$ cat config.mk
export PLATFORM = sky130hd
export DESIGN_NAME = axi_lite_cmd_master_flat
export DESIGN_NICKNAME = d
export VERILOG_FILES = /design/src/rtl/axi_lite_cmd_master_if.sv /design/src/rtl/axi_lite_cmd_master.sv /design/src/flat_wrapper.sv
export SDC_FILE = /design/constraint.sdc
export NUM_CORES = 1
export LEC_CHECK = 0
export ABC_AREA = 1
export CORE_AREA = 2 2 138 140
export DETAILED_ROUTE_END_ITERATION = 6
export DIE_AREA = 0 0 140 142
export GPL_TIMING_DRIVEN = 0
export PLACE_DENSITY_LB_ADDON = 0.25
export SLEW_MARGIN = 5
export SYNTH_ARGS = -nofsm -noshare
export SYNTH_HDL_FRONTEND = slang
export SYNTH_SLANG_ARGS = --single-unit
$ cat constraint.sdc
create_clock -name clk -period 3.3 [get_ports clk]
set_input_delay 0.33 -clock clk [delete_from_list [all_inputs] [get_ports clk]]
set_output_delay 0.33 -clock clk [all_outputs]
set_load 0.02 [all_outputs]
$ cat src/rtl/axi_lite_cmd_master_if.sv
// Bundle of the command/response streams and the five AXI4-Lite channels
// served by axi_lite_cmd_master.
//   master modport: the initiator's view (accepts commands, drives AXI requests).
//   slave  modport: the environment's view (issues commands, answers AXI requests).
interface axi_lite_cmd_master_if #(
  parameter int ADDR_WIDTH = 64,
  parameter int DATA_WIDTH = 32
);
  localparam int STRB_WIDTH = DATA_WIDTH / 8;

  // Command stream
  logic                  cmd_valid;
  logic                  cmd_ready;
  logic                  cmd_write;
  logic [ADDR_WIDTH-1:0] cmd_addr;
  logic [DATA_WIDTH-1:0] cmd_wdata;
  logic [STRB_WIDTH-1:0] cmd_wstrb;

  // Response stream
  logic                  rsp_valid;
  logic                  rsp_ready;
  logic [DATA_WIDTH-1:0] rsp_rdata;
  logic [1:0]            rsp_resp;
  logic                  rsp_timeout;

  // AXI4-Lite write address / data / response
  logic [ADDR_WIDTH-1:0] aw_addr;
  logic [2:0]            aw_prot;
  logic                  aw_valid;
  logic                  aw_ready;
  logic [DATA_WIDTH-1:0] w_data;
  logic [STRB_WIDTH-1:0] w_strb;
  logic                  w_valid;
  logic                  w_ready;
  logic [1:0]            b_resp;
  logic                  b_valid;
  logic                  b_ready;

  // AXI4-Lite read address / data
  logic [ADDR_WIDTH-1:0] ar_addr;
  logic [2:0]            ar_prot;
  logic                  ar_valid;
  logic                  ar_ready;
  logic [DATA_WIDTH-1:0] r_data;
  logic [1:0]            r_resp;
  logic                  r_valid;
  logic                  r_ready;

  modport master (
    input  cmd_valid, cmd_write, cmd_addr, cmd_wdata, cmd_wstrb,
    output cmd_ready,
    output rsp_valid, rsp_rdata, rsp_resp, rsp_timeout,
    input  rsp_ready,
    output aw_addr, aw_prot, aw_valid,
    input  aw_ready,
    output w_data, w_strb, w_valid,
    input  w_ready,
    input  b_resp, b_valid,
    output b_ready,
    output ar_addr, ar_prot, ar_valid,
    input  ar_ready,
    input  r_data, r_resp, r_valid,
    output r_ready
  );

  modport slave (
    output cmd_valid, cmd_write, cmd_addr, cmd_wdata, cmd_wstrb,
    input  cmd_ready,
    input  rsp_valid, rsp_rdata, rsp_resp, rsp_timeout,
    output rsp_ready,
    input  aw_addr, aw_prot, aw_valid,
    output aw_ready,
    input  w_data, w_strb, w_valid,
    output w_ready,
    output b_resp, b_valid,
    input  b_ready,
    input  ar_addr, ar_prot, ar_valid,
    output ar_ready,
    output r_data, r_resp, r_valid,
    input  r_ready
  );
endinterface

$ cat src/rtl/axi_lite_cmd_master.sv
// AXI4-Lite initiator: turns single-beat read/write commands into AXI4-Lite
// transactions, one outstanding at a time, and returns each result on the
// response stream.
// Optional response-wait timeout: define AXI_LITE_CMD_MASTER_TIMEOUT_EN.
// Without it, waits for B/R are unbounded and rsp_timeout is always 0.
module axi_lite_cmd_master #(
  parameter int ADDR_WIDTH     = 64,
  parameter int DATA_WIDTH     = 32,
  parameter int TIMEOUT_CYCLES = 1024
) (
  input  logic                   clk,
  input  logic                   rst_n,
  axi_lite_cmd_master_if.master  bus
);
  localparam int STRB_WIDTH = DATA_WIDTH / 8;

  if (!(DATA_WIDTH == 32 || DATA_WIDTH == 64) || TIMEOUT_CYCLES < 1) begin : g_param_check
    $error("axi_lite_cmd_master: DATA_WIDTH must be 32 or 64 and TIMEOUT_CYCLES at least 1");
  end

  typedef enum logic [2:0] {
    IDLE,
    WR_REQ,
    WR_RSP,
    RD_REQ,
    RD_RSP,
    RSP
`ifdef AXI_LITE_CMD_MASTER_TIMEOUT_EN
    , DRAIN
`endif
  } state_t;

  state_t                state_q,    state_d;
  logic [ADDR_WIDTH-1:0] addr_q,     addr_d;
  logic [DATA_WIDTH-1:0] wdata_q,    wdata_d;
  logic [STRB_WIDTH-1:0] wstrb_q,    wstrb_d;
  logic                  aw_valid_q, aw_valid_d;
  logic                  w_valid_q,  w_valid_d;
  logic [DATA_WIDTH-1:0] rdata_q,    rdata_d;
  logic [1:0]            resp_q,     resp_d;

`ifdef AXI_LITE_CMD_MASTER_TIMEOUT_EN
  localparam int CNT_W = $clog2(TIMEOUT_CYCLES + 1);
  // cnt_q holds the number of wait cycles already spent in WR_RSP/RD_RSP;
  // the response times out in the TIMEOUT_CYCLES-th wait cycle.
  localparam logic [CNT_W-1:0] CNT_LAST = CNT_W'(TIMEOUT_CYCLES - 1);

  logic [CNT_W-1:0] cnt_q,      cnt_d;
  logic             timeout_q,  timeout_d;
  logic             drain_wr_q, drain_wr_d;   // 1: late beat is a B, 0: an R
`endif

  // Output mapping: handshake qualifiers decode from state, payloads come
  // straight from registers so they are stable while valid is high.
  // cmd_ready is also gated by rst_n so every output reads 0 while in reset.
  assign bus.cmd_ready = rst_n && (state_q == IDLE);
  assign bus.rsp_valid = (state_q == RSP);
  assign bus.rsp_rdata = rdata_q;
  assign bus.rsp_resp  = resp_q;
  assign bus.aw_addr   = addr_q;
  assign bus.aw_prot   = 3'b000;
  assign bus.aw_valid  = aw_valid_q;
  assign bus.w_data    = wdata_q;
  assign bus.w_strb    = wstrb_q;
  assign bus.w_valid   = w_valid_q;
  assign bus.ar_addr   = addr_q;
  assign bus.ar_prot   = 3'b000;
  assign bus.ar_valid  = (state_q == RD_REQ);
`ifdef AXI_LITE_CMD_MASTER_TIMEOUT_EN
  assign bus.rsp_timeout = timeout_q;
  assign bus.b_ready     = (state_q == WR_RSP) || ((state_q == DRAIN) &&  drain_wr_q);
  assign bus.r_ready     = (state_q == RD_RSP) || ((state_q == DRAIN) && !drain_wr_q);
`else
  assign bus.rsp_timeout = 1'b0;
  assign bus.b_ready     = (state_q == WR_RSP);
  assign bus.r_ready     = (state_q == RD_RSP);
`endif

  // Next-state and next-register values for the transaction sequencer.
  always_comb begin
    // NOTE: every variable gets its hold value first, so no path through the
    // case leaves one unassigned and no latch is inferred.
    state_d    = state_q;
    addr_d     = addr_q;
    wdata_d    = wdata_q;
    wstrb_d    = wstrb_q;
    aw_valid_d = aw_valid_q;
    w_valid_d  = w_valid_q;
    rdata_d    = rdata_q;
    resp_d     = resp_q;
`ifdef AXI_LITE_CMD_MASTER_TIMEOUT_EN
    cnt_d      = cnt_q;
    timeout_d  = timeout_q;
    drain_wr_d = drain_wr_q;
`endif

    case (state_q)
      IDLE: begin
        if (bus.cmd_valid) begin
          addr_d  = bus.cmd_addr;
          wdata_d = bus.cmd_wdata;
          wstrb_d = bus.cmd_wstrb;
          if (bus.cmd_write) begin
            aw_valid_d = 1'b1;
            w_valid_d  = 1'b1;
            state_d    = WR_REQ;
          end else begin
            state_d = RD_REQ;
          end
        end
      end

      // AW and W complete independently; leave once both are accepted.
      WR_REQ: begin
        if (bus.aw_ready) aw_valid_d = 1'b0;
        if (bus.w_ready)  w_valid_d  = 1'b0;
        if (!aw_valid_d && !w_valid_d) begin
          state_d = WR_RSP;
`ifdef AXI_LITE_CMD_MASTER_TIMEOUT_EN
          cnt_d   = '0;
`endif
        end
      end

      // A B beat in the expiry cycle still wins over the timeout.
      WR_RSP: begin
        if (bus.b_valid) begin
          resp_d    = bus.b_resp;
          rdata_d   = '0;
          state_d   = RSP;
`ifdef AXI_LITE_CMD_MASTER_TIMEOUT_EN
          timeout_d = 1'b0;
        end else if (cnt_q == CNT_LAST) begin
          resp_d     = 2'b10;
          rdata_d    = '0;
          timeout_d  = 1'b1;
          drain_wr_d = 1'b1;
          state_d    = RSP;
        end else begin
          cnt_d = cnt_q + 1'b1;
`endif
        end
      end

      RD_REQ: begin
        if (bus.ar_ready) begin
          state_d = RD_RSP;
`ifdef AXI_LITE_CMD_MASTER_TIMEOUT_EN
          cnt_d   = '0;
`endif
        end
      end

      RD_RSP: begin
        if (bus.r_valid) begin
          resp_d    = bus.r_resp;
          rdata_d   = bus.r_data;
          state_d   = RSP;
`ifdef AXI_LITE_CMD_MASTER_TIMEOUT_EN
          timeout_d = 1'b0;
        end else if (cnt_q == CNT_LAST) begin
          resp_d     = 2'b10;
          rdata_d    = '0;
          timeout_d  = 1'b1;
          drain_wr_d = 1'b0;
          state_d    = RSP;
        end else begin
          cnt_d = cnt_q + 1'b1;
`endif
        end
      end

      RSP: begin
        if (bus.rsp_ready) begin
`ifdef AXI_LITE_CMD_MASTER_TIMEOUT_EN
          state_d = timeout_q ? DRAIN : IDLE;
`else
          state_d = IDLE;
`endif
        end
      end

`ifdef AXI_LITE_CMD_MASTER_TIMEOUT_EN
      // Swallow the late beat of a timed-out transaction before going idle.
      DRAIN: begin
        if (drain_wr_q ? bus.b_valid : bus.r_valid) state_d = IDLE;
      end
`endif

      default: state_d = IDLE;
    endcase
  end

  // State and payload registers.
  always_ff @(posedge clk or negedge rst_n) begin
    if (!rst_n) begin
      state_q    <= IDLE;
      // NOTE: payload registers are reset as well because they drive the
      // address, data and response outputs, which must read 0 in reset.
      addr_q     <= '0;
      wdata_q    <= '0;
      wstrb_q    <= '0;
      aw_valid_q <= 1'b0;
      w_valid_q  <= 1'b0;
      rdata_q    <= '0;
      resp_q     <= '0;
`ifdef AXI_LITE_CMD_MASTER_TIMEOUT_EN
      cnt_q      <= '0;
      timeout_q  <= 1'b0;
      drain_wr_q <= 1'b0;
`endif
    end else begin
      // NOTE: non-blocking assignments so every register samples the values
      // from before this edge, independent of statement order.
      state_q    <= state_d;
      addr_q     <= addr_d;
      wdata_q    <= wdata_d;
      wstrb_q    <= wstrb_d;
      aw_valid_q <= aw_valid_d;
      w_valid_q  <= w_valid_d;
      rdata_q    <= rdata_d;
      resp_q     <= resp_d;
`ifdef AXI_LITE_CMD_MASTER_TIMEOUT_EN
      cnt_q      <= cnt_d;
      timeout_q  <= timeout_d;
      drain_wr_q <= drain_wr_d;
`endif
    end
  end
endmodule

$ cat src/flat_wrapper.sv
// flat-port wrapper written by rule: the top's interface ports become plain ports
module axi_lite_cmd_master_flat 
#(
  parameter int ADDR_WIDTH     = 64,
  parameter int DATA_WIDTH     = 32,
  parameter int TIMEOUT_CYCLES = 1024
)
  (clk, rst_n, bus_cmd_valid, bus_cmd_write, bus_cmd_addr, bus_cmd_wdata, bus_cmd_wstrb, bus_cmd_ready, bus_rsp_valid, bus_rsp_rdata, bus_rsp_resp, bus_rsp_timeout, bus_rsp_ready, bus_aw_addr, bus_aw_prot, bus_aw_valid, bus_aw_ready, bus_w_data, bus_w_strb, bus_w_valid, bus_w_ready, bus_b_resp, bus_b_valid, bus_b_ready, bus_ar_addr, bus_ar_prot, bus_ar_valid, bus_ar_ready, bus_r_data, bus_r_resp, bus_r_valid, bus_r_ready);
  axi_lite_cmd_master_if #(.ADDR_WIDTH(ADDR_WIDTH), .DATA_WIDTH(DATA_WIDTH)) bus_i ();
  input  logic clk;
  input  logic rst_n;
  input wire logic [$bits(bus_i.cmd_valid)-1:0] bus_cmd_valid;
  input wire logic [$bits(bus_i.cmd_write)-1:0] bus_cmd_write;
  input wire logic [$bits(bus_i.cmd_addr)-1:0] bus_cmd_addr;
  input wire logic [$bits(bus_i.cmd_wdata)-1:0] bus_cmd_wdata;
  input wire logic [$bits(bus_i.cmd_wstrb)-1:0] bus_cmd_wstrb;
  output wire logic [$bits(bus_i.cmd_ready)-1:0] bus_cmd_ready;
  output wire logic [$bits(bus_i.rsp_valid)-1:0] bus_rsp_valid;
  output wire logic [$bits(bus_i.rsp_rdata)-1:0] bus_rsp_rdata;
  output wire logic [$bits(bus_i.rsp_resp)-1:0] bus_rsp_resp;
  output wire logic [$bits(bus_i.rsp_timeout)-1:0] bus_rsp_timeout;
  input wire logic [$bits(bus_i.rsp_ready)-1:0] bus_rsp_ready;
  output wire logic [$bits(bus_i.aw_addr)-1:0] bus_aw_addr;
  output wire logic [$bits(bus_i.aw_prot)-1:0] bus_aw_prot;
  output wire logic [$bits(bus_i.aw_valid)-1:0] bus_aw_valid;
  input wire logic [$bits(bus_i.aw_ready)-1:0] bus_aw_ready;
  output wire logic [$bits(bus_i.w_data)-1:0] bus_w_data;
  output wire logic [$bits(bus_i.w_strb)-1:0] bus_w_strb;
  output wire logic [$bits(bus_i.w_valid)-1:0] bus_w_valid;
  input wire logic [$bits(bus_i.w_ready)-1:0] bus_w_ready;
  input wire logic [$bits(bus_i.b_resp)-1:0] bus_b_resp;
  input wire logic [$bits(bus_i.b_valid)-1:0] bus_b_valid;
  output wire logic [$bits(bus_i.b_ready)-1:0] bus_b_ready;
  output wire logic [$bits(bus_i.ar_addr)-1:0] bus_ar_addr;
  output wire logic [$bits(bus_i.ar_prot)-1:0] bus_ar_prot;
  output wire logic [$bits(bus_i.ar_valid)-1:0] bus_ar_valid;
  input wire logic [$bits(bus_i.ar_ready)-1:0] bus_ar_ready;
  input wire logic [$bits(bus_i.r_data)-1:0] bus_r_data;
  input wire logic [$bits(bus_i.r_resp)-1:0] bus_r_resp;
  input wire logic [$bits(bus_i.r_valid)-1:0] bus_r_valid;
  output wire logic [$bits(bus_i.r_ready)-1:0] bus_r_ready;
  assign bus_i.cmd_valid = bus_cmd_valid;
  assign bus_i.cmd_write = bus_cmd_write;
  assign bus_i.cmd_addr = bus_cmd_addr;
  assign bus_i.cmd_wdata = bus_cmd_wdata;
  assign bus_i.cmd_wstrb = bus_cmd_wstrb;
  assign bus_cmd_ready = bus_i.cmd_ready;
  assign bus_rsp_valid = bus_i.rsp_valid;
  assign bus_rsp_rdata = bus_i.rsp_rdata;
  assign bus_rsp_resp = bus_i.rsp_resp;
  assign bus_rsp_timeout = bus_i.rsp_timeout;
  assign bus_i.rsp_ready = bus_rsp_ready;
  assign bus_aw_addr = bus_i.aw_addr;
  assign bus_aw_prot = bus_i.aw_prot;
  assign bus_aw_valid = bus_i.aw_valid;
  assign bus_i.aw_ready = bus_aw_ready;
  assign bus_w_data = bus_i.w_data;
  assign bus_w_strb = bus_i.w_strb;
  assign bus_w_valid = bus_i.w_valid;
  assign bus_i.w_ready = bus_w_ready;
  assign bus_i.b_resp = bus_b_resp;
  assign bus_i.b_valid = bus_b_valid;
  assign bus_b_ready = bus_i.b_ready;
  assign bus_ar_addr = bus_i.ar_addr;
  assign bus_ar_prot = bus_i.ar_prot;
  assign bus_ar_valid = bus_i.ar_valid;
  assign bus_i.ar_ready = bus_ar_ready;
  assign bus_i.r_data = bus_r_data;
  assign bus_i.r_resp = bus_r_resp;
  assign bus_i.r_valid = bus_r_valid;
  assign bus_r_ready = bus_i.r_ready;
  axi_lite_cmd_master #(.ADDR_WIDTH(ADDR_WIDTH), .DATA_WIDTH(DATA_WIDTH), .TIMEOUT_CYCLES(TIMEOUT_CYCLES)) u_core (.clk(clk), .rst_n(rst_n), .bus(bus_i));
endmodule
---- Word level (Yosys, flattened, before mapping) ----
Index checks and enable logic that the tools add are counted.
word-level totals
  register bits ........................... 139
  bits in latches ......................... 0
  bits in writable memories ............... 0
  memory bits (read-only) ................. 0
  output and inout bits ................... 212
  word-level logic and storage cells ...... 53
  memories ................................ 0
cells by class
  $add $sub $neg .......................... 0
  multipliers ............................. 0
  divide/modulo/power cells ............... 0
  $lt $le $gt $ge ......................... 0
  equality and inequality tests ........... 12
  shifts and indexed selects .............. 0
  muxes and demuxes ....................... 22
  bitwise gates (word level) .............. 0
  reductions and logical operators ........ 11
operators by type and width
  operator                                        number
  two-way mux 32 bit                              2
  one-hot mux 32 bit (2 select lines)             1
  two-way mux 3 bit                               6
  one-hot mux 3 bit (6 select lines)              1
  != test 2 bit (second input constant)           4
  == test 3 x 2 -> 1 bit (second input constant)  2
  == test 3 bit (second input constant)           2
  two-way mux 1 bit                               6
  two-way mux 2 bit                               3
  != test 2 x 1 -> 1 bit (second input constant)  3
  AND reduction 3 bit                             2
  AND reduction 6 bit                             1
  one-hot mux 1 bit (2 select lines)              2
  one-hot mux 2 bit (2 select lines)              1
  nonzero test 2 bit                              2
  == test 3 x 1 -> 1 bit (second input constant)  1
  logical NOT 3 bit                               1
  logical AND 1 bit                               2
  logical NOT 1 bit                               2
  AND reduction 2 bit                             1

---- Logic depth before layout (Yosys ltp) ----
Gate-level depths: netlist of run 1.
  word-level depth ........................ 6
  gate-level depth with buffers ........... 9

---- Least setup slack after synthesis of run 1 ----
No wires, ideal clock.
  kind .................................... register -> register
  start ................................... register u_core.state_q[2]
  end ..................................... register u_core.rdata_q[3] (netlist: u_core.bus.rsp_rdata[3])
  setup time .............................. 0.123 ns
  arrival time ............................ 1.242 ns
  path slack .............................. 1.935 ns
  cell stages (with the launch flop) ...... 9
  path buffers ............................ 2
  cells stage by stage .................... dfrtp_1 > buf_2 > nor2_2 > nand2_1 > nand2_1 > inv_2 > buf_2 > o21ai_0 > nand2_1
between the ends
  cells in the longest elaborated chain, start to end .. 3
ends and longest elaborated chain
  what                                                                         line                        source
  start: declaration                                                           axi_lite_cmd_master.sv:33   state_t state_q, state_d;
  start signal: assignment                                                     axi_lite_cmd_master.sv:215  state_q <= state_d;
  == test 3 bit / == test 3 x 2 -> 1 bit (equally long branches)               axi_lite_cmd_master.sv:97   case (state_q)
  != test 2 bit (no source line) / nonzero test 2 bit (equally long branches)  -
  AND reduction 3 bit (no source line)                                         -
  end signal: assignment                                                       axi_lite_cmd_master.sv:221  rdata_q <= rdata_d;
  end: declaration                                                             axi_lite_cmd_master.sv:39   logic [DATA_WIDTH-1:0] rdata_q, rdata_d;
Several ways; a longest one is shown, not always the timed one.
A chain may end at the register's enable or synchronous reset.

---- Final worst setup path of run 1 ----
  start ................................... input port rst_n
  end ..................................... output port bus_cmd_ready
between the ends
  cells in the longest elaborated chain, start to end .. 1
ends and longest elaborated chain
  what                line                       source
  start: declaration  flat_wrapper.sv:11         input logic rst_n;
  logical AND 1 bit   axi_lite_cmd_master.sv:56  assign bus.cmd_ready = rst_n && (state_q == IDLE);
  end: declaration    flat_wrapper.sv:17         output wire logic [$bits(bus_i.cmd_ready)-1:0] bus_cmd_ready;
Every way passes these cells.

==> Implementation_results.wiki, run 1 <==
{| class="wikitable"
! Metric !! Value
|-
| Run status || finished, violations left
|-
| Failing checks || DRC
|-
| Combined buffer and inverter count along the critical path || 3
|-
| Most frequent cells in the layout || clkdlybuf4s50_1 (348), nand2_1 (291), dfrtp_1 (139)
|-
| Number of clock sinks || 139
|-
| Avg Synthesized Cell Area || 8.66 µm²
|-
| Count of final max-slew check failures || 0
|-
| Max Clk Rate || 384 MHz
|-
| Worst reg2reg path startpoint || u_core.state_q[2]
|-
| Clock skew || 0.00969 ns
|-
| Via density || 4.42
|-
| Largest cells by area after synthesis || dfrtp_1 (56%), nand2_1 (18%), buf_4 (9.9%)
|-
| Number of buffers created by CTS || 17
|-
| Static Leakage || 5.24 nW
|-
| CP Max Fanout || 64
|-
| Register bit count reported by yosys || 139
|-
| Die Outline Area || 19900 µm²
|-
| Relative slew slack || 0.557
|-
| Final routed wirelength across all metal layers || 20.1 mm
|-
| Die W || 140 µm
|-
| Antenna diodes || 0
|-
| Final nets || 1241
|-
| Pwr per Cell Area || 1050 nW/µm²
|-
| Worst r2r path cells || 8
|-
| Synthesis-to-layout area growth || 72.2%
|-
| Arrival time of data at the critical path endpoint || 2.27 ns
|-
| Slew at the pin closest to its max-slew limit || 0.664 ns
|-
| Post-synth EDFFs || 0
|-
| Core area || 18500 µm²
|-
| Cell type with the largest total area after synthesis || dfrtp_1
|-
| Number of cells produced by synthesis || 719
|-
| I/O pin count || 358
|-
| Crit path largest cell delay || 0.65 ns
|-
| CP Launch Point || rst_n
|-
| Floorplan die height || 142 µm
|-
| Clock root buffer || clkbuf_16
|-
| Register-to-register setup slack || 1.56 ns
|-
| Yosys top cell area share || 0.559
|-
| Delay-heaviest family, CP || buffers and inverters
|-
| Number of stages on the worst setup path || 4
|-
| Setup violators final || 0
|-
| Total of warnings raised by yosys || 0
|-
| Largest net degree at the start of global routing || 78
|-
| Time the final worst path needs with I/O delays and setup || 2.60 ns
|-
| Most used DFF post-synth || dfrtp_1
|-
| Total GRT Usage || 0.200
|-
| Number of different library cells in the post-synthesis netlist || 24
|-
| Effective utilization at floorplan || 0.337
|-
| CTS H-tree depth || 4
|-
| Critical path startpoint category || primary input
|-
| Number of nets still failing antenna checks after routing || 0
|-
| Tightest hold margin || 0.449 ns
|-
| Share of synthesized flip-flops with an asynchronous set or reset || 1.00
|-
| Buffers inserted during post-CTS setup optimization || 0
|-
| Timing endpoint of the critical path || bus_cmd_ready
|-
| Row count || 50
|-
| Total power consumption of the routed design || 11.2 mW
|-
| Share of the cycle needed by the critical path after routing || 0.788
|-
| RSZ-0062 raised after global routing || no
|-
| Critical Path End Type || output port
|-
| Cell Area, Synth || 6230 µm²
|-
| RePlAce Congestion || 0.760
|-
| Number of global-route vias before repair || 5576
|-
| Worst path cell trace || dlygate4sd3_1 > buf_6 > and3_1 > clkdlybuf4s50_1
|-
| Layout cell share with drive strength beyond 1 || 0.128
|-
| Type of the most critical hold path || in -> reg
|-
| Critical Path Slowest Stage Cell || clkdlybuf4s50_1
|-
| Worst hold path cell count || 3
|-
| Drc violations || 26
|-
| Clock latency on the worst-skew pair || 0.41 ns
|-
| Total cell area at the placement stage || 10100 µm²
|-
| Hold Violations, Final || 0
|-
| Worst setup path category || in -> out
|-
| Sequential-to-total area share from yosys stat || 0.559
|-
| CTS tree || done
|-
| Buffer levels on the longest clock path || 2
|-
| Critical path required time || 2.97 ns
|-
| Detailed placer's ending HPWL || 15.3 mm
|-
| Vias || 5921
|-
| Leading cell type in the layout, fill and taps excluded || clkdlybuf4s50_1
|-
| IR Drop Worst-Case VDD || 396 µV
|-
| Clock slew at the register clock pins of the worst setup and hold paths || 0.06 ns
|-
| Grt total ovfl || 0
|-
| Initial drt markers || 339
|-
| Number of max-capacitance violations reported || 0
|-
| Wire length of the first global-routing pass || 30.9 mm
|-
| DR WL/cell || 15.0 µm
|-
| Worst flop-to-flop path endpoint || u_core.bus.w_data[7]
|-
| Number of detailed-route iterations in the first pass || 7
|-
| Port Buffer Count || 349
|-
| Final cell area excluding filler cells || 10700 µm²
|-
| Initial antenna violation count || 0
|-
| Post-layout utilization of the core || 0.581
|}
==> routing by layer <==
layer	vias to the layer above	global-route usage	wire (µm)
met5	-	0	0
met4	0	0.0670	425
met3	34	0.0622	1630
met2	237	0.346	10000
met1	2696	0.238	7990
li1	2954	-	-
==> power breakdown <==
part	internal [mW]	leakage (nW)	switching (mW)	total (mW)
sequential	2.46	1.76	0.531	2.99
combinational	2.97	3.17	3.18	6.15
clock	1.38	0.317	0.728	2.11
==> per-stage QoR <==
stage,setup TNS [ns],instances,worst slack [ns]
2_1_floorplan,0,725,1.93
6_report,0,1340,0.698
4_1_cts,0,1340,0.639
3_3_place_gp,-549.71,1308,-3.98
3_5_place_dp,0,1309,1.21
5_1_grt,0,1340,0.546
==> worst min path at each step <==
stage / to / slack (ns) / start
final: u_core.bus.rsp_rdata[29] / 0.45 / bus_r_data[29]
after global routing: u_core.bus.rsp_rdata[1] / 0.45 / bus_r_data[1]
after CTS: u_core.bus.rsp_rdata[19] / 0.43 / bus_r_data[19]
after detailed placement: u_core.bus.rsp_rdata[23] / 0.36 / rst_n
after global placement: u_core.bus.w_data[19] / 0.45 / u_core.bus.w_data[19]
after floorplan: u_core.bus.ar_addr[0] / 0.03 / rst_n
==> layout make-up <==
class | instances | area (µm²)
Buffer | 114 | 761
Fill cell | 1711 | 7730
Sequential cell | 139 | 3480
Timing Repair Buffer | 351 | 3530
Clock inverter | 10 | 190
Inverter | 14 | 52.6
Multi-Input combinational cell | 458 | 1960
Tap cell | 234 | 293
Clock buffer | 20 | 457
==> cell usage after synthesis, types with 2 or more instances <==
cell	number
o21ai_1	9
dfrtp_1	139
clkbuf_1	12
buf_4	82
inv_1	11
nor2_1	6
clkbuf_2	2
buf_2	18
o21ai_0	25
nor2_2	2
nand3_1	104
inv_2	3
a21oi_1	4
a31oi_1	2
nand2_1	291
==> tightest hold or removal path: cells and delay by family <==
kind / cells / cell delay, ns
and+or+nand+nor: 2 / 0.10
buffers and inverters: 1 / 0.39
==> state kept, by name, summed over array words and instances, names as in the netlist <==
signal and flops:
u_core.bus.w_valid 1, u_core.bus.aw_valid 1, u_core.bus.rsp_resp 2, u_core.bus.w_strb 4, u_core.bus.ar_addr 64, u_core.state_q 3, u_core.bus.rsp_rdata 32, u_core.bus.w_data 32
==> logic make-up after synthesis <==
| family | after synthesis | synth area share |
|---|---|---|
| compound gates | 41 | 0.0352 |
| flops | 139 | 0.559 |
| buf+inv | 128 | 0.131 |
| other cells | 1 | 0.000602 |
| simple gates | 410 | 0.275 |
==> what timing repair did <==
action,4_1_cts,5_1_grt
hold endpoints to repair,62,0
hold buffers,1,0
resized for setup,0,0
Note: power is estimated with default switching activity, not from simulation.
==> run 2, diff against run 1 <==
Settings changed: CORE_AREA 2 2 138 140 to 2 2 139 141, DIE_AREA 0 0 140 142 to 0 0 141 143.
Clock period 3.3 ns to 2.4 ns, I/O delays scaled along.
==> run 2 against run 1 <==
Against the previous run: the run now ends clean; die area up 1.4%; clock skew is 0.0021 ns lower; via count up 0.49%; global-route usage increased by 0.23 points; register-to-register slack got worse by 0.90 ns; combinational power increased by 38%; worst setup slack got worse by 0.51 ns; count of clock-buffer cells in the layout unchanged; flip-flop and latch count did not move; clock power grew 27%; critical path depth rose by 1; worst hold slack got worse by 0.095 ns; highest routed layer unchanged.
==> Implementation_results.wiki, run 2 (synthesized netlist as in run 1, its figures left out) <==
{| class="wikitable"
! Metric !! Value
|-
| Clock skew || 0.00758 ns (-0.00211 ns)
|-
| Static Leakage || 5.22 nW (-0.38%)
|-
| Share of power burned in registers || 0.270 (+0.004)
|-
| Combinational share of power || 0.555 (+0.008)
|-
| Antenna diodes || 0 (unchanged)
|-
| Pwr per Cell Area || 1430 nW/µm² (+36%)
|-
| Effective utilization at floorplan || 0.335 (-0.00227)
|-
| Place WS || 0.522 ns (-0.685 ns)
|-
| CTS tree || done
|-
| Number of detailed-route iterations in the first pass || 4 (-3)
|-
| Worst flop-to-flop path endpoint || u_core.bus.w_data[8]
|-
| Layout cell share with drive strength beyond 1 || 0.129 (+0.000787)
|-
| Total power consumption of the routed design || 15.3 mW (+36%)
|-
| Largest net degree at the start of global routing || 77 (-1.3%)
|-
| Core area || 18600 µm² (+0.68%)
|-
| Total cell area at the placement stage || 10100 µm² (unchanged)
|-
| Post-Layout Cell Count || 1341 (+0.075%)
|-
| Worst hold path cell count || 3 (unchanged)
|-
| Buffers inserted during post-CTS setup optimization || 0 (unchanged)
|-
| Final routed wirelength across all metal layers || 20.3 mm (+1.1%)
|-
| Share of the cycle needed by the critical path after routing || 0.923
|-
| RePlAce Congestion || 0.824 (+8.4%)
|-
| Count of final max-slew check failures || 0 (unchanged)
|-
| Clock share of power || 0.176 (-0.011)
|-
| Detailed placer's ending HPWL || 15.4 mm (+0.70%)
|-
| IR Drop Worst-Case VDD || 521 µV (+32%)
|-
| Hold-critical path endpoint || u_core.bus.rsp_rdata[26]
|-
| Critical path startpoint category || flop
|-
| RSZ-0062 raised after global routing || no
|-
| Sw power || 6.11 mW (+38%)
|-
| CTS H-tree depth || 4 (unchanged)
|-
| Arrival time of data at the critical path endpoint || 1.97 ns (-0.30 ns)
|-
| Slew at the pin closest to its max-slew limit || 0.641 ns (-0.0237 ns)
|-
| Time the final worst path needs with I/O delays and setup || 2.21 ns
|-
| Initial drt markers || 223 (-34%)
|-
| Most frequent cells in the layout || clkdlybuf4s50_1 (348), nand2_1 (291), dfrtp_1 (139)
|-
| Worst setup path category || reg -> out
|-
| Relative slew slack || 0.573 (+0.0158)
|-
| Worst reg2reg path startpoint || u_core.state_q[2]
|-
| Via density || 4.44 (+0.41%)
|-
| Number of nets still failing antenna checks after routing || 0 (unchanged)
|-
| Number of max-capacitance violations reported || 0 (unchanged)
|-
| Run status || finished, final reports clean
|-
| Die W || 141 µm (+0.71%)
|-
| Die Outline Area || 20200 µm² (+1.4%)
|-
| Clock root buffer || clkbuf_16
|-
| Post-route setup slack || 0.185 ns (-0.513 ns)
|-
| DR WL/cell || 15.1 µm (+1.1%)
|-
| Internal cell power || 9.15 mW (+34%)
|-
| Synthesis-to-layout area growth || 71.9%
|-
| Hold Violations, Final || 0 (unchanged)
|-
| Placed cell count || 1309 (unchanged)
|-
| Row count || 50 (unchanged)
|-
| Port Buffer Count || 349 (unchanged)
|-
| Number of buffers created by CTS || 17 (unchanged)
|-
| Drc violations || 0 (-100%)
|-
| Final-layout setup total negative slack || 0 ns (unchanged)
|-
| Initial antenna violation count || 0 (unchanged)
|-
| Register-to-register setup slack || 0.66 ns (-0.90 ns)
|-
| Number of global-route vias before repair || 5679 (+1.8%)
|-
| Max Clk Rate || 451 MHz
|-
| Critical Path End Type || output port
|-
| I/O pin count || 358 (unchanged)
|-
| Setup violators final || 0 (unchanged)
|-
| Worst r2r path cells || 8 (unchanged)
|-
| Leading cell type in the layout, fill and taps excluded || clkdlybuf4s50_1
|-
| Final nets || 1242 (+0.081%)
|-
| Buffer levels on the longest clock path || 2 (unchanged)
|-
| Grt total ovfl || 0 (unchanged)
|-
| Wire length of the first global-routing pass || 31.4 mm (+1.5%)
|-
| Flip-flop count of the largest register after layout || 64 (unchanged)
|-
| Floorplan die height || 143 µm (+0.70%)
|-
| Critical path required time || 2.16 ns (-0.81 ns)
|-
| Type of the most critical hold path || in -> reg
|-
| Number of clock sinks || 139 (unchanged)
|-
| Clock slew at the register clock pins of the worst setup and hold paths || 0.06 ns (about the same)
|-
| Final cell area excluding filler cells || 10700 µm² (-0.17%)
|-
| CP Max Fanout || 8 (-88%)
|-
| Total GRT Usage || 0.202 (+0.00228)
|-
| Clock latency on the worst-skew pair || 0.42 ns (about the same)
|-
| Vias || 5950 (+0.49%)
|-
| Start point of the worst hold path || bus_r_data[26]
|-
| Switch share || 0.400 (+0.00581)
|}
## run 2: cell types whose count changed in the layout (fill, tap and decap cells not counted), sizes merged
cell	change
inv	-1
clkinvlp	+3
buf	+1
bufinv	-2
## run 2: worst max path at each step
stage / depth (start not counted) / slack, ns / end / startpoint
floorplan: 8 / 1.03 / u_core.bus.rsp_rdata[3] / u_core.state_q[2]
global placement: 1 / -4.80 / u_core.bus.ar_addr[53] / rst_n
detailed placement: 3 / 0.52 / bus_cmd_ready / rst_n
CTS: 5 / 0.16 / bus_ar_valid / u_core.state_q[2]
global route: 5 / 0.07 / bus_ar_valid / u_core.state_q[2]
finish: 5 / 0.19 / bus_ar_valid / u_core.state_q[2]
## run 2: cell type report
type | instances | area, µm²
timing repair buffer | 352 | 3560
clock buffer | 20 | 457
inverter | 14 | 52.6
buffer | 114 | 761
sequential | 139 | 3480
multi-input combinational | 458 | 1960
tap | 234 | 293
clock inverter | 10 | 144
fill | 1730 | 7880
## run 2: metal layers
metal | up-vias | GRT usage | share of wire
met1 | 2713 | 0.237 | 0.39
met4 | 0 | 0.0763 | 0.022
met2 | 241 | 0.352 | 0.51
li1 | 2968 | - | -
met5 | - | 0 | 0
met3 | 28 | 0.0597 | 0.073
## run 2: repair_timing
action / CTS / global route
gates resized for setup: 0 / 0
hold endpoints to repair: 63 / 0
hold buffers: 2 / 0
setup endpoints to repair: 0 / 0
## run 2: through the flow
stage / hold WS, ns / util
3_3_place_gp: 0.453 / 0.540
2_1_floorplan: -0.0556 / -
6_report: 0.355 / 0.576
5_1_grt: 0.372 / 0.576
3_5_place_dp: 0.280 / 0.542
4_1_cts: 0.337 / 0.576
## run 2: worst max-delay path, stage by stage (launching register included)
cell and delay, ns:
dfrtp_1 0.36, buf_2 0.18, nor2_2 0.20, inv_1 0.08, nor2_1 0.12, clkdlybuf4s50_1 0.63
## run 2: power groups by stage
stage	Sequential [mW]	Combinational [mW]	Clock (mW)
finish	4.12	8.47	2.68
global route	4.26	9.10	2.85
global placement	4.11	8.47	0
floorplan	5.24	3.36	0
CTS	4.12	8.57	2.75
detailed placement	4.14	8.55	0
